==> config.mk <==
export PLATFORM = sky130hd
export DESIGN_NAME = tx_app_buf_alloc
export DESIGN_NICKNAME = d
export VERILOG_FILES = /design/src/rtl/tx_app_buf_alloc.sv
export SDC_FILE = /design/constraint.sdc
export NUM_CORES = 1
export LEC_CHECK = 0
export ABC_AREA = 1
export CELL_PAD_IN_SITES_DETAIL_PLACEMENT = 0
export CELL_PAD_IN_SITES_GLOBAL_PLACEMENT = 1
export CORE_UTILIZATION = 34
export CTS_BUF_LIST = sky130_fd_sc_hd__clkbuf_4 sky130_fd_sc_hd__clkbuf_8
export CTS_CLUSTER_DIAMETER = 50
export CTS_CLUSTER_SIZE = 14
export DETAILED_ROUTE_END_ITERATION = 10
export PLACE_DENSITY_LB_ADDON = 0.1
export REMOVE_ABC_BUFFERS = 1
export SLEW_MARGIN = 20
export SYNTH_ARGS = -nofsm -noshare
export SYNTH_HDL_FRONTEND = slang
export SYNTH_SLANG_ARGS = --single-unit
export TNS_END_PERCENT = 20
==> constraint.sdc <==
create_clock -name clk -period 4.4 [get_ports clk]
set_input_delay 0.88 -clock clk [delete_from_list [all_inputs] [get_ports clk]]
set_output_delay 0.88 -clock clk [all_outputs]
set_load 0.05 [all_outputs]
==> src/rtl/tx_app_buf_alloc.sv <==
// rtl/tx_app_buf_alloc.sv - per-flow TX payload buffer space allocator
// Reads head/tail of the flow, grants when the request fits, advances the tail.

package tcp_pkg;
    localparam int FLOWID_W         = 4;
    localparam int TX_PAYLOAD_PTR_W = 6;
endpackage

module tx_app_buf_alloc
    import tcp_pkg::*;
(
    input  logic                        clk,
    input  logic                        rst,

    input  logic                        app_req_val,
    output logic                        app_req_rdy,
    input  logic [FLOWID_W-1:0]         app_req_flowid,
    input  logic [TX_PAYLOAD_PTR_W:0]   app_req_len,

    output logic                        app_resp_val,
    input  logic                        app_resp_rdy,
    output logic [FLOWID_W-1:0]         app_resp_flowid,
    output logic                        app_resp_ok,
    output logic [TX_PAYLOAD_PTR_W:0]   app_resp_ptr,

    output logic                        head_ptr_rd_req_val,
    output logic [FLOWID_W-1:0]         head_ptr_rd_req_addr,
    input  logic                        head_ptr_rd_req_rdy,
    input  logic                        head_ptr_rd_resp_val,
    input  logic [FLOWID_W-1:0]         head_ptr_rd_resp_addr,
    input  logic [TX_PAYLOAD_PTR_W:0]   head_ptr_rd_resp_data,
    output logic                        head_ptr_rd_resp_rdy,

    output logic                        tail_ptr_rd_req_val,
    output logic [FLOWID_W-1:0]         tail_ptr_rd_req_addr,
    input  logic                        tail_ptr_rd_req_rdy,
    input  logic                        tail_ptr_rd_resp_val,
    input  logic [FLOWID_W-1:0]         tail_ptr_rd_resp_addr,
    input  logic [TX_PAYLOAD_PTR_W:0]   tail_ptr_rd_resp_data,
    output logic                        tail_ptr_rd_resp_rdy,

    output logic                        tail_ptr_wr_req_val,
    output logic [FLOWID_W-1:0]         tail_ptr_wr_req_addr,
    output logic [TX_PAYLOAD_PTR_W:0]   tail_ptr_wr_req_data,
    input  logic                        tail_ptr_wr_req_rdy
);

    localparam logic [TX_PAYLOAD_PTR_W:0] LP_S = {1'b1, {TX_PAYLOAD_PTR_W{1'b0}}};

    typedef enum logic [2:0] {IDLE, RD_REQ, RD_RESP, WR_TAIL, RESP} state_t;

    state_t                      r_state;
    state_t                      w_next;
    logic [FLOWID_W-1:0]         r_flowid;
    logic [TX_PAYLOAD_PTR_W:0]   r_len;
    logic                        r_hd_req_done;
    logic                        r_tl_req_done;
    logic                        r_hd_resp_done;
    logic                        r_tl_resp_done;
    logic [TX_PAYLOAD_PTR_W:0]   r_head;
    logic [TX_PAYLOAD_PTR_W:0]   r_tail;
    logic                        r_grant;
    logic [TX_PAYLOAD_PTR_W:0]   r_new_tail;

    logic                        w_app_req_hs;
    logic                        w_hd_req_hs;
    logic                        w_tl_req_hs;
    logic                        w_hd_resp_hs;
    logic                        w_tl_resp_hs;
    logic                        w_reqs_done;
    logic                        w_reads_done;
    logic [TX_PAYLOAD_PTR_W:0]   w_head_cap;
    logic [TX_PAYLOAD_PTR_W:0]   w_tail_cap;
    logic [TX_PAYLOAD_PTR_W:0]   w_used;
    logic [TX_PAYLOAD_PTR_W:0]   w_free;
    logic                        w_grant;
    logic [TX_PAYLOAD_PTR_W:0]   w_new_tail;
    logic                        w_unused;

    // Response addresses echo the request; nothing here needs them.
    assign w_unused = ^{head_ptr_rd_resp_addr, tail_ptr_rd_resp_addr};

    assign app_req_rdy          = (r_state == IDLE) && !rst;
    assign head_ptr_rd_req_val  = (r_state == RD_REQ) && !r_hd_req_done;
    assign tail_ptr_rd_req_val  = (r_state == RD_REQ) && !r_tl_req_done;
    assign head_ptr_rd_req_addr = r_flowid;
    assign tail_ptr_rd_req_addr = r_flowid;
    // Responses are also drained in IDLE so a read orphaned by reset cannot wedge the port.
    assign head_ptr_rd_resp_rdy = (r_state == IDLE) || ((r_state == RD_RESP) && !r_hd_resp_done);
    assign tail_ptr_rd_resp_rdy = (r_state == IDLE) || ((r_state == RD_RESP) && !r_tl_resp_done);
    assign tail_ptr_wr_req_val  = (r_state == WR_TAIL);
    assign tail_ptr_wr_req_addr = r_flowid;
    assign tail_ptr_wr_req_data = r_new_tail;
    assign app_resp_val         = (r_state == RESP);
    assign app_resp_flowid      = r_flowid;
    assign app_resp_ok          = r_grant;
    assign app_resp_ptr         = r_tail;

    assign w_app_req_hs = app_req_val && app_req_rdy;
    assign w_hd_req_hs  = head_ptr_rd_req_val && head_ptr_rd_req_rdy;
    assign w_tl_req_hs  = tail_ptr_rd_req_val && tail_ptr_rd_req_rdy;
    assign w_hd_resp_hs = (r_state == RD_RESP) && head_ptr_rd_resp_val && head_ptr_rd_resp_rdy;
    assign w_tl_resp_hs = (r_state == RD_RESP) && tail_ptr_rd_resp_val && tail_ptr_rd_resp_rdy;

    assign w_reqs_done  = (r_hd_req_done || w_hd_req_hs) && (r_tl_req_done || w_tl_req_hs);
    assign w_reads_done = (r_hd_resp_done || w_hd_resp_hs) && (r_tl_resp_done || w_tl_resp_hs);

    // Use this cycle's response data when it arrives so the result is ready on capture.
    assign w_head_cap = w_hd_resp_hs ? head_ptr_rd_resp_data : r_head;
    assign w_tail_cap = w_tl_resp_hs ? tail_ptr_rd_resp_data : r_tail;
    assign w_used     = w_tail_cap - w_head_cap;
    assign w_free     = LP_S - w_used;
    assign w_grant    = (r_len <= w_free);
    assign w_new_tail = w_tail_cap + r_len;

    always_ff @(posedge clk) begin
        if (rst) begin
            r_state <= IDLE;
        end else begin
            r_state <= w_next;
        end
    end

    always_comb begin
        w_next = r_state;
        case (r_state)
            IDLE:    if (w_app_req_hs) w_next = RD_REQ;
            RD_REQ:  if (w_reqs_done) w_next = RD_RESP;
            RD_RESP: if (w_reads_done) w_next = (w_grant && (r_len != '0)) ? WR_TAIL : RESP;
            WR_TAIL: if (tail_ptr_wr_req_rdy) w_next = RESP;
            RESP:    if (app_resp_rdy) w_next = IDLE;
            default: w_next = IDLE;
        endcase
    end

    always_ff @(posedge clk) begin
        if (rst) begin
            r_flowid       <= '0;
            r_len          <= '0;
            r_hd_req_done  <= 1'b0;
            r_tl_req_done  <= 1'b0;
            r_hd_resp_done <= 1'b0;
            r_tl_resp_done <= 1'b0;
            r_head         <= '0;
            r_tail         <= '0;
            r_grant        <= 1'b0;
            r_new_tail     <= '0;
        end else begin
            if (w_app_req_hs) begin
                r_flowid       <= app_req_flowid;
                r_len          <= app_req_len;
                r_hd_req_done  <= 1'b0;
                r_tl_req_done  <= 1'b0;
                r_hd_resp_done <= 1'b0;
                r_tl_resp_done <= 1'b0;
            end
            if (w_hd_req_hs) r_hd_req_done <= 1'b1;
            if (w_tl_req_hs) r_tl_req_done <= 1'b1;
            if (w_hd_resp_hs) begin
                r_head         <= head_ptr_rd_resp_data;
                r_hd_resp_done <= 1'b1;
            end
            if (w_tl_resp_hs) begin
                r_tail         <= tail_ptr_rd_resp_data;
                r_tl_resp_done <= 1'b1;
            end
            if ((r_state == RD_RESP) && w_reads_done) begin
                r_grant    <= w_grant;
                r_new_tail <= w_new_tail;
            end
        end
    end

endmodule

==> results.cfg <==
[yosys]
ys_warn_count = 0
ys.flop_type = dfxtp_1
async_reset_ff_frac = 0
syn_inst = 350
syn_area_sq_mm = 0.00257
ys_ff_latch = 40
ys_seq_area_frac = 0.312
ys_types = 38
synth_edf_count = 0
syn_avg_cell_area_sq_um = 7.34

[global_routing]
grt_use_total = 0.168
antenna_found_initial = 0
grt_max_degree = 25
grtUsageMet3 = 0.0305
gr-total-overflow = 0
grt-busiest-layer = met2
grt_pass1_vias = 2126
met1_usage = 0.225
gr-usage-met2 = 0.280
grt_pass1_wl_microns = 10100

[worst_setup_path]
path_buf_inv = 4
cp_slowest_cell = clkdlybuf4s50_1
critPathCaptureType = flop
cp.depth = 23
cp_max_fo = 5
cpLargestDelayFamily = adder cells
rrSetupSlack_ns = 0.58
crit_top_cell = nand2_1
critPathArrivalTime_ns = 4.37
worstPathRequired_ns = 4.64
worst_setup_path_start_kind = input pin
reg2reg_depth = 23
slowest_delay_ns = 0.45
crit_chain = clkdlybuf4s50_1 -> inv_1 -> nor2_4 -> nand2_4 -> buf_6 -> o21ai_2 -> inv_2 -> ha_1 -> ha_2 -> fa_1 -> nand3_1 -> nand2_1 -> xnor2_1 -> ha_1 -> nand2_1 -> nor2_1 -> nor2_1 -> nand2_1 -> nand2_2 -> nand3_2 -> nand2_1 -> nand2_1 -> a21oi_2
criticalPathCategory = in2reg

[sta]
period_share = 0.940
post-route-min-period_ns = 4.14
fmax_ghz = 0.242
hold_viol_final = 0
max_slew_margin = 0.590
maxSlewViolCount = 0
worst_pin_slew_ns = 0.613
fin_worst_skew_ns = 0.00699
setup_viol = 0

[layout]
num_antenna_cells = 0
final_area_sq_mm = 0.00371
postLayoutCoreUtil = 0.508
synthToLayoutAreaGrowth_pct = 44.4
final_cell_mix = 76 x nand2_1, 71 x clkdlybuf4s50_1, 44 x inv_1, 40 x dfxtp_1, 26 x buf_4
fin_nets = 504
final_common_cell = nand2_1
drive_gt1_frac = 0.185
final_cells = 536

[hold_path]
whs_path_depth = 2
holdCritPathClass = reg2reg

[clock_network]
cts-root-buf = clkbuf_8
holdBufCountCts = 0
cts_tree = yes
htreeDepth = 2
clkTransAtPathRegs_ns = 0.09
clkSinkCount = 40
clock_latency_ns = 0.30
cts_made_buffers = 5
cts_buffer_depth = 2

[die]
die-area_sq_mm = 0.00790
core_area_sq_mm = 0.00729
die_y_microns = 88.9
start_util = 0.352
fp.dieW_microns = 88.9
pin_count = 80
std_cell_rows = 31

[power]
ir_worst_vdd_v = 0.000213
powerDensity_mw_per_mm2 = 544
static-leakage-power_nw = 1.62

[routing]
postRouteAntennaNets = 0
first_pass_iters = 4
drc = 0
dr.first_iter.drc_count = 85
detail_route.wl_per_cell_microns = 12.2
wirelength_microns = 6530
avgViaCountPerCell = 4.54
vias = 2434

[placed_design]
dp_hpwl_microns = 4890
dpl-instance-area_sq_mm = 0.00346
portBuffers = 71
gp_congestion = 0.751
dp.cells = 527

[flow_run]
drv_cap = 0

[status]
outcome = finished, final reports clean
-- worst reg2reg max path: cells and delay by family, from the launching register on --
family                   cells  cell delay [ns]
AO/OA/AOI/OAI                2             0.26
XOR/XNOR                     1             0.21
adder cells (fa/ha/maj)      4             1.17
buffers and inverters        3             0.36
flip-flops                   1             0.36
AND/OR/NAND/NOR             13             1.41
-- logic make-up (layout without fill, tap and decap cells) --
| group | after synthesis | in the layout | share of synthesized area |
|---|---|---|---|
| compound gates | 63 | 63 | 0.145 |
| xor+xnor | 7 | 7 | 0.0239 |
| fa+ha+maj | 26 | 26 | 0.133 |
| buf+inv | 74 | 160 | 0.135 |
| flops | 40 | 40 | 0.312 |
| mux | 1 | 1 | 0.00536 |
| simple gates | 139 | 140 | 0.247 |
-- layer usage --
| layer | vias to the layer above | share of wire |
|---|---|---|
| met5 | - | 0 |
| met4 | 0 | 0.011 |
| met3 | 6 | 0.039 |
| met2 | 49 | 0.47 |
| met1 | 1099 | 0.48 |
| li1 | 1280 | - |
-- path summary, 6_finish.rpt --
kind                                        startpoint                              endpoint
setup / recovery                  tail_ptr_rd_resp_val               r_state[0]$_SDFFE_PP0P_
hold / removal    tail_ptr_wr_req_data[1]$_SDFFE_PP0P_  tail_ptr_wr_req_data[1]$_SDFFE_PP0P_
setup reg to reg               r_state[0]$_SDFFE_PP0P_               r_state[0]$_SDFFE_PP0P_
hold reg to reg   tail_ptr_wr_req_data[1]$_SDFFE_PP0P_  tail_ptr_wr_req_data[1]$_SDFFE_PP0P_
-- synth_stat cells (all sizes together) (3+ instances only) --
cell | instances | area (sq um)
ha | 24 | 300
nand2 | 81 | 314
nor2 | 27 | 114
clkbuf | 4 | 15.0
buf | 16 | 128
nand3 | 22 | 138
nand4 | 4 | 25.0
dfxtp | 40 | 801
a21oi | 23 | 115
xnor2 | 4 | 35.0
inv | 52 | 195
o21ai | 32 | 201
xor2 | 3 | 26.3
-- flip-flops by register name (all words and copies together), names as in the netlist --
| register | cells |
|---|---|
| r_state | 3 |
| r_tl_resp_done | 1 |
| app_resp_ok | 1 |
| r_head | 7 |
| r_len | 7 |
| r_tl_req_done | 1 |
| tail_ptr_wr_req_data | 7 |
| app_resp_flowid | 4 |
| r_hd_req_done | 1 |
| app_resp_ptr | 7 |
| r_hd_resp_done | 1 |
-- through the flow --
step	setup WS (ns)	hold slack (ns)	TNS, ns	power, mW
final	0.264	0.470	0	2.02
after global placement	-0.166	0.451	-0.439	1.60
after floorplan	0.583	0.435	0	1.26
after CTS	0.0818	0.474	0	1.94
after detailed placement	-0.182	0.461	-0.467	1.62
after global routing	-0.00123	0.483	-0.00123	2.17
-- layout make-up --
cell class                 count  area [sq um]
multi-input combinational    237          1550
timing repair buffer          98           917
clock buffer                   6          76.3
fill                         757          3580
inverter                      54           203
tap                           99           124
clock inverter                 2          35.0
sequential                    40           801
-- power breakdown --
group	leakage [nW]	internal [mW]	switching, mW	total (mW)
Sequential	0.325	0.407	0.0462	0.454
Clock	0.0586	0.175	0.140	0.314
Combinational	1.23	0.471	0.777	1.25
-- timing repair --
action / in CTS / in global routing
endpoints found under the setup margin: 0 / 3
resized for setup: 0 / 24
buffers inserted: 0 / 0
No activity file was read; power rests on OpenSTA's default activity.
